--- src/rtl/uart_tx_engine.sv ---
// UART transmit path: 16x baud generator, TX FIFO / holding register and the
// frame serialiser that drives TXD and the LSR THRE/TEMT status.
module uart_tx_engine #(
    parameter int FIFO_DEPTH = 16
) (
    input  logic        i_clk,
    input  logic        i_rst,
    input  logic        i_thr_write,
    input  logic [7:0]  i_thr_data,
    input  logic        i_fifo_enable,
    input  logic        i_xmit_fifo_reset,
    input  logic [1:0]  i_wls,
    input  logic        i_stb,
    input  logic        i_pen,
    input  logic        i_eps,
    input  logic        i_stick_parity,
    input  logic        i_set_break,
    input  logic [15:0] i_divisor,
    output logic        o_baud_tick,
    output logic        o_txd,
    output logic        o_thre,
    output logic        o_temt,
    output logic        o_thre_event
);
    localparam int AW = $clog2(FIFO_DEPTH);
    localparam int CW = AW + 1;

    typedef enum logic [2:0] {
        S_IDLE,
        S_START,
        S_DATA,
        S_PARITY,
        S_STOP
    } state_t;

    function automatic logic parity_bit(input logic [7:0] data, input logic [1:0] wls,
                                        input logic eps, input logic stick);
        logic x;
        x = ^(data & (8'hFF >> (2'd3 - wls)));
        if (stick) return ~eps;
        return eps ? x : ~x;
    endfunction

    // Index of the final stop tick: 1, 1.5 or 2 stop bits.
    function automatic logic [4:0] stop_last(input logic stb, input logic [1:0] wls);
        if (!stb) return 5'd15;
        if (wls == 2'b00) return 5'd23;
        return 5'd31;
    endfunction

    logic [15:0]   cnt_q, cnt_d;
    logic          tick_q, tick_d;
    logic [7:0]    mem_q [FIFO_DEPTH];
    logic [AW-1:0] wr_ptr_q, wr_ptr_d, rd_ptr_q, rd_ptr_d;
    logic [CW-1:0] count_q, count_d;
    logic          fifo_en_q, fifo_en_d;
    state_t        state_q, state_d;
    logic [4:0]    tcnt_q, tcnt_d;
    logic [2:0]    bcnt_q, bcnt_d;
    logic [7:0]    shift_q, shift_d;
    logic [1:0]    wls_q, wls_d;
    logic          pen_q, pen_d, stb_q, stb_d, par_q, par_d;
    logic          txd_q, txd_d;
    logic          thre_prev_q, thre_prev_d, thre_ev_q, thre_ev_d;
    logic          flush, empty, full, pop, wr_ok, line;
    logic [7:0]    head;

    assign head  = mem_q[rd_ptr_q];
    assign flush = i_xmit_fifo_reset | (i_fifo_enable != fifo_en_q);
    assign empty = (count_q == '0);
    assign full  = fifo_en_q ? (count_q == CW'(FIFO_DEPTH)) : !empty;

    always_comb begin
        cnt_d       = cnt_q;
        tick_d      = 1'b0;
        wr_ptr_d    = wr_ptr_q;
        rd_ptr_d    = rd_ptr_q;
        count_d     = count_q;
        fifo_en_d   = i_fifo_enable;
        state_d     = state_q;
        tcnt_d      = tcnt_q;
        bcnt_d      = bcnt_q;
        shift_d     = shift_q;
        wls_d       = wls_q;
        pen_d       = pen_q;
        stb_d       = stb_q;
        par_d       = par_q;
        pop         = 1'b0;
        wr_ok       = 1'b0;
        line        = 1'b1;

        if (i_divisor == 16'd0) begin
            cnt_d = 16'd0;
        end else if (cnt_q == 16'd0) begin
            tick_d = 1'b1;
            cnt_d  = i_divisor - 16'd1;
        end else begin
            cnt_d = cnt_q - 16'd1;
        end

        case (state_q)
            S_IDLE: begin
                if (tick_q && !empty && !flush) begin
                    pop     = 1'b1;
                    state_d = S_START;
                    tcnt_d  = 5'd0;
                end
            end
            S_START: begin
                line = 1'b0;
                if (tick_q) begin
                    tcnt_d = tcnt_q + 5'd1;
                    if (tcnt_q == 5'd15) begin
                        tcnt_d  = 5'd0;
                        bcnt_d  = 3'd0;
                        state_d = S_DATA;
                    end
                end
            end
            S_DATA: begin
                line = shift_q[0];
                if (tick_q) begin
                    tcnt_d = tcnt_q + 5'd1;
                    if (tcnt_q == 5'd15) begin
                        tcnt_d  = 5'd0;
                        shift_d = {1'b0, shift_q[7:1]};
                        bcnt_d  = bcnt_q + 3'd1;
                        if (bcnt_q == 3'd4 + {1'b0, wls_q})
                            state_d = pen_q ? S_PARITY : S_STOP;
                    end
                end
            end
            S_PARITY: begin
                line = par_q;
                if (tick_q) begin
                    tcnt_d = tcnt_q + 5'd1;
                    if (tcnt_q == 5'd15) begin
                        tcnt_d  = 5'd0;
                        state_d = S_STOP;
                    end
                end
            end
            S_STOP: begin
                if (tick_q) begin
                    tcnt_d = tcnt_q + 5'd1;
                    if (tcnt_q == stop_last(stb_q, wls_q)) begin
                        tcnt_d  = 5'd0;
                        state_d = S_IDLE;
                        // Back-to-back frames: next start bit follows the stop bit directly.
                        if (!empty && !flush) begin
                            pop     = 1'b1;
                            state_d = S_START;
                        end
                    end
                end
            end
            default: state_d = S_IDLE;
        endcase

        if (pop) begin
            shift_d = head;
            wls_d   = i_wls;
            pen_d   = i_pen;
            stb_d   = i_stb;
            par_d   = parity_bit(head, i_wls, i_eps, i_stick_parity);
        end

        if (flush) begin
            wr_ptr_d = '0;
            rd_ptr_d = '0;
            count_d  = '0;
        end else begin
            wr_ok    = i_thr_write && (!full || pop);
            wr_ptr_d = wr_ptr_q + AW'(wr_ok);
            rd_ptr_d = rd_ptr_q + AW'(pop);
            count_d  = count_q + CW'(wr_ok) - CW'(pop);
        end

        txd_d       = i_set_break ? 1'b0 : line;
        thre_prev_d = empty;
        thre_ev_d   = empty && !thre_prev_q;
    end

    always_ff @(posedge i_clk) begin
        if (wr_ok) mem_q[wr_ptr_q] <= i_thr_data;
    end

    always_ff @(posedge i_clk) begin
        shift_q <= shift_d;
        wls_q   <= wls_d;
        pen_q   <= pen_d;
        stb_q   <= stb_d;
        par_q   <= par_d;
    end

    always_ff @(posedge i_clk) begin
        if (i_rst) begin
            cnt_q       <= 16'd0;
            tick_q      <= 1'b0;
            wr_ptr_q    <= '0;
            rd_ptr_q    <= '0;
            count_q     <= '0;
            fifo_en_q   <= i_fifo_enable;
            state_q     <= S_IDLE;
            tcnt_q      <= 5'd0;
            bcnt_q      <= 3'd0;
            txd_q       <= 1'b1;
            thre_prev_q <= 1'b1;
            thre_ev_q   <= 1'b0;
        end else begin
            cnt_q       <= cnt_d;
            tick_q      <= tick_d;
            wr_ptr_q    <= wr_ptr_d;
            rd_ptr_q    <= rd_ptr_d;
            count_q     <= count_d;
            fifo_en_q   <= fifo_en_d;
            state_q     <= state_d;
            tcnt_q      <= tcnt_d;
            bcnt_q      <= bcnt_d;
            txd_q       <= txd_d;
            thre_prev_q <= thre_prev_d;
            thre_ev_q   <= thre_ev_d;
        end
    end

    assign o_baud_tick  = tick_q;
    assign o_txd        = txd_q;
    assign o_thre       = empty;
    assign o_temt       = empty && (state_q == S_IDLE);
    assign o_thre_event = thre_ev_q;
endmodule

--- config.mk ---
export PLATFORM = sky130hd
export DESIGN_NAME = uart_tx_engine
export DESIGN_NICKNAME = d
export VERILOG_FILES = /design/src/rtl/uart_tx_engine.sv
export SDC_FILE = /design/constraint.sdc
export NUM_CORES = 1
export LEC_CHECK = 0
export CAP_MARGIN = 20
export CORE_ASPECT_RATIO = 1.25
export CORE_UTILIZATION = 64
export CTS_CLUSTER_DIAMETER = 50
export DETAILED_ROUTE_END_ITERATION = 7
export PLACE_DENSITY = 0.84
export SYNTH_ARGS = -nofsm -noshare
export SYNTH_HDL_FRONTEND = slang
export SYNTH_SLANG_ARGS = --single-unit
--- constraint.sdc ---
create_clock -name i_clk -period 9.1 [get_ports i_clk]
set_clock_uncertainty 0.1 [all_clocks]
set_input_delay 1.82 -clock i_clk [delete_from_list [all_inputs] [get_ports i_clk]]
set_output_delay 1.82 -clock i_clk [all_outputs]
set_load 0.005 [all_outputs]
==> run metrics <==
Layout fillers 731; Clock Latency Late Sink roughly 0.43 ns; slowest cell on the critical path nor3_1; Util after Layout 0.753; first-pass GRT wire length approximately 26 mm; min cycle time layout about 5.4 ns; nets@finish roughly 670; total negative slack 0 ns; Slew @ Worst Pin roughly 1.1 ns; Placeable Area approximately 12000 µm²; outcome complete, no violations; Congestion Overflow GR 0; final period utilization 0.596; routed wire length 16.3 mm; syn nets about 630; Peak VDD IR 0.000181 V; Yosys top cell by area edfxtp_1; Hold Path Depth 1; largest net degree at the start of global routing 35; Power Total between 1.5 and 2 mW; Antenna Nets Post-Route 0; initial antenna violation count 0; Max Cap Viol 0; TritonCTS clock tree built; Buf/Inv on CP 2; Num Clock Sinks 186; crit path DAT 5.37 ns; R2R Setup Slk just under 5 ns; vias per std cell 6.23; max frequency roughly 0.18 GHz; critical path's top delay family simple AND/OR/NAND/NOR gates; gr usage total 0.276; cell count after synthesis around 580; DRC viols 0; first drt pass iteration count 5; Buffers on Ports 40; Post-CTS Repair Setup Buffers 0; initial core utilization 0.663; Yosys top cell area share 0.523; post_cts resized 0; Post-synth EDFFs approximately 140; Post-DP HPWL about 11 mm; Post-Syn Area ~8100 µm²; final std cells w/o fill about 800; worst rel slew slack 0.280; die area ~13000 µm²; # diodes 0; Seq/Total Area, Yosys 0.634; hold crit path type reg2reg; Synth-to-Final Area Change 13.6%; #FFs+latches synth about 190; HP Start thre_prev_q$_SDFF_PP1_; crit-path cells clkdlybuf4s50_1 -> xnor2_1 -> nand2b_1 -> nor2_1 -> nand4_1 -> inv_2 -> o21a_1 -> or4b_2 -> nor3_1; PwrDens about 210 nW/µm²; Clock transition at path regs 0.06 ns; CTS H-tree lvls 4; Num CTS Buffers 17; unrepaired setup endpoints after global routing false; placed insts ~760; die height roughly 130 µm; crit end category flop; Yosys cell types 61; row cnt 45; Worst R2R Start wls_q[1]$_DFFE_PN_; DR iter-0 viols 380; Mapped Avg Cell Area between 10 and 15 µm²; I/O pin count between 40 and 50; root buf cell clkbuf_16; async set-or-reset flop fraction in the synthesized netlist 0; post-cts hold buffer count 0; vias in the first global route about 5000; final setup fails 0; drt wl/cell 20.4 µm; Worst EP required 9.05 ns; CP max stage delay 0.84 ns; CP Class in2reg; YS warnings 0; R2R Path End mem_q[0][5]$_DFFE_PP_; hold path endpoint o_thre_event$_SDFF_PP0_; fraction of layout cells with a size suffix above 1 0.118; fin. max-slew vios 0; cell count of the worst reg-to-reg path 8; overall die width 103 µm; Via Count just under 5000; crit path launch type primary input; Main synth FF type edfxtp_1; Max Fanout on Critical Path 13; Hold Vio Cnt, Final 0; clk buf depth 2; largest cells by area after synthesis edfxtp_1, dfxtp_1, mux4_2; Lkg Pwr ~3.1 nW; gp weighted congestion roughly 0.84
stage by stage:
| step | instance area (µm²) | worst slack (ns) | hold WS [ns] |
|---|---|---|---|
| 3_5_place_dp | 8580 | 3.13 | 0.289 |
| 5_1_grt | 9210 | 3.34 | 0.319 |
| 3_3_place_gp | 8580 | 3.40 | 0.275 |
| 6_report | 9210 | 3.68 | 0.292 |
| 2_1_floorplan | 8100 | 4.64 | 0.273 |
| 4_1_cts | 9190 | 3.68 | 0.298 |
area by class of cell:
| class | instances | area (µm²) | share of cell area |
|---|---|---|---|
| sequential | 186 | 5140 | 0.558 |
| multi-input combinational | 360 | 2780 | 0.302 |
| timing repair buffer | 45 | 433 | 0.0470 |
| clock buffer | 18 | 429 | 0.0466 |
| tap | 164 | 205 | 0.0223 |
| clock inverter | 13 | 180 | 0.0196 |
| inverter | 12 | 45.0 | 0.00489 |
Yosys cell counts, drive strengths merged, types with 5 or more instances:
master and number:
nand2 44, xor2 9, a21oi 31, and3 5, nor3 8, o21ai 16, nand2b 13, xnor2 18
a22oi 8, nor4 8, nor2 70, dfxtp 45, nand3 12, and2 7, buf 9, or2 7
clkbuf 14, mux4 35, nor2b 5, ha 14, edfxtp 141, inv 12
cell usage in the layout, fill, tap and decap left out, types with 5 or more instances in the layout:
master           count
nor2b_1              5
nand2b_1            13
nand2_1             44
dfxtp_1             44
ha_1                14
nor2_1              69
o21ai_0             16
or2_2                7
a22oi_1              8
mux4_1               9
inv_1               11
a21oi_1             31
and2_1               7
xnor2_1             18
clkbuf_16           17
edfxtp_1           141
nor4_1               8
clkdlybuf4s50_1     40
xor2_1               9
nor3_1               8
mux4_2              26
nand3_1             12
worst register-to-register path, cell delays in order (launching register included):
cell	delay (ns)
edfxtp_1	0.41
nor3b_1	0.30
xnor2_1	0.09
o21ai_0	0.30
nand4_1	0.48
inv_2	0.38
o21a_1	0.31
or4b_2	0.67
nor3_1	0.84
cells by family (layout without fill, tap and decap cells):
group                    count (synthesis)  after routing  synth area share
multiplexers                            37             37             0.104
XOR/XNOR                                28             28            0.0320
AND/OR/NAND/NOR                        199            199             0.120
adder cells (fa/ha/maj)                 15             15            0.0241
flip-flops                             186            186             0.634
AO/OA/AOI/OAI                           81             81            0.0622
buffers and inverters                   35             88            0.0236
report_power, final:
part | internal, mW | total [mW] | switching, mW
clock network | 0.438 | 0.756 | 0.317
registers | 0.935 | 0.954 | 0.0191
logic | 0.104 | 0.236 | 0.132
routing by layer:
metal  GRT usage  wire length (µm)
met1       0.330              6160
met2       0.484              8720
met3      0.0529               995
met4       0.117               413
met5           0                 0
sequential cells by signal, summed over array words and instances (netlist names), 2 cells and up:
| signal | count |
|---|---|
| bcnt_q | 3 |
| cnt_q | 16 |
| count_q | 5 |
| mem_q | 128 |
| rd_ptr_q | 4 |
| shift_q | 8 |
| state_q | 3 |
| tcnt_q | 5 |
| wls_q | 2 |
| wr_ptr_q | 4 |
worst max-delay path by stage:
stage / slack (ns) / cells after the start / start / endpoint
2_1_floorplan: 4.64 / 8 / i_fifo_enable / mem_q[0][0]$_DFFE_PP_
3_3_place_gp: 3.40 / 9 / i_fifo_enable / mem_q[0][2]$_DFFE_PP_
3_5_place_dp: 3.13 / 9 / i_fifo_enable / mem_q[0][6]$_DFFE_PP_
4_1_cts: 3.68 / 9 / i_fifo_enable / mem_q[0][6]$_DFFE_PP_
5_1_grt: 3.34 / 9 / i_fifo_enable / mem_q[0][3]$_DFFE_PP_
6_report: 3.68 / 9 / i_fifo_enable / mem_q[0][5]$_DFFE_PP_
Note: power is estimated with default switching activity, not from simulation.
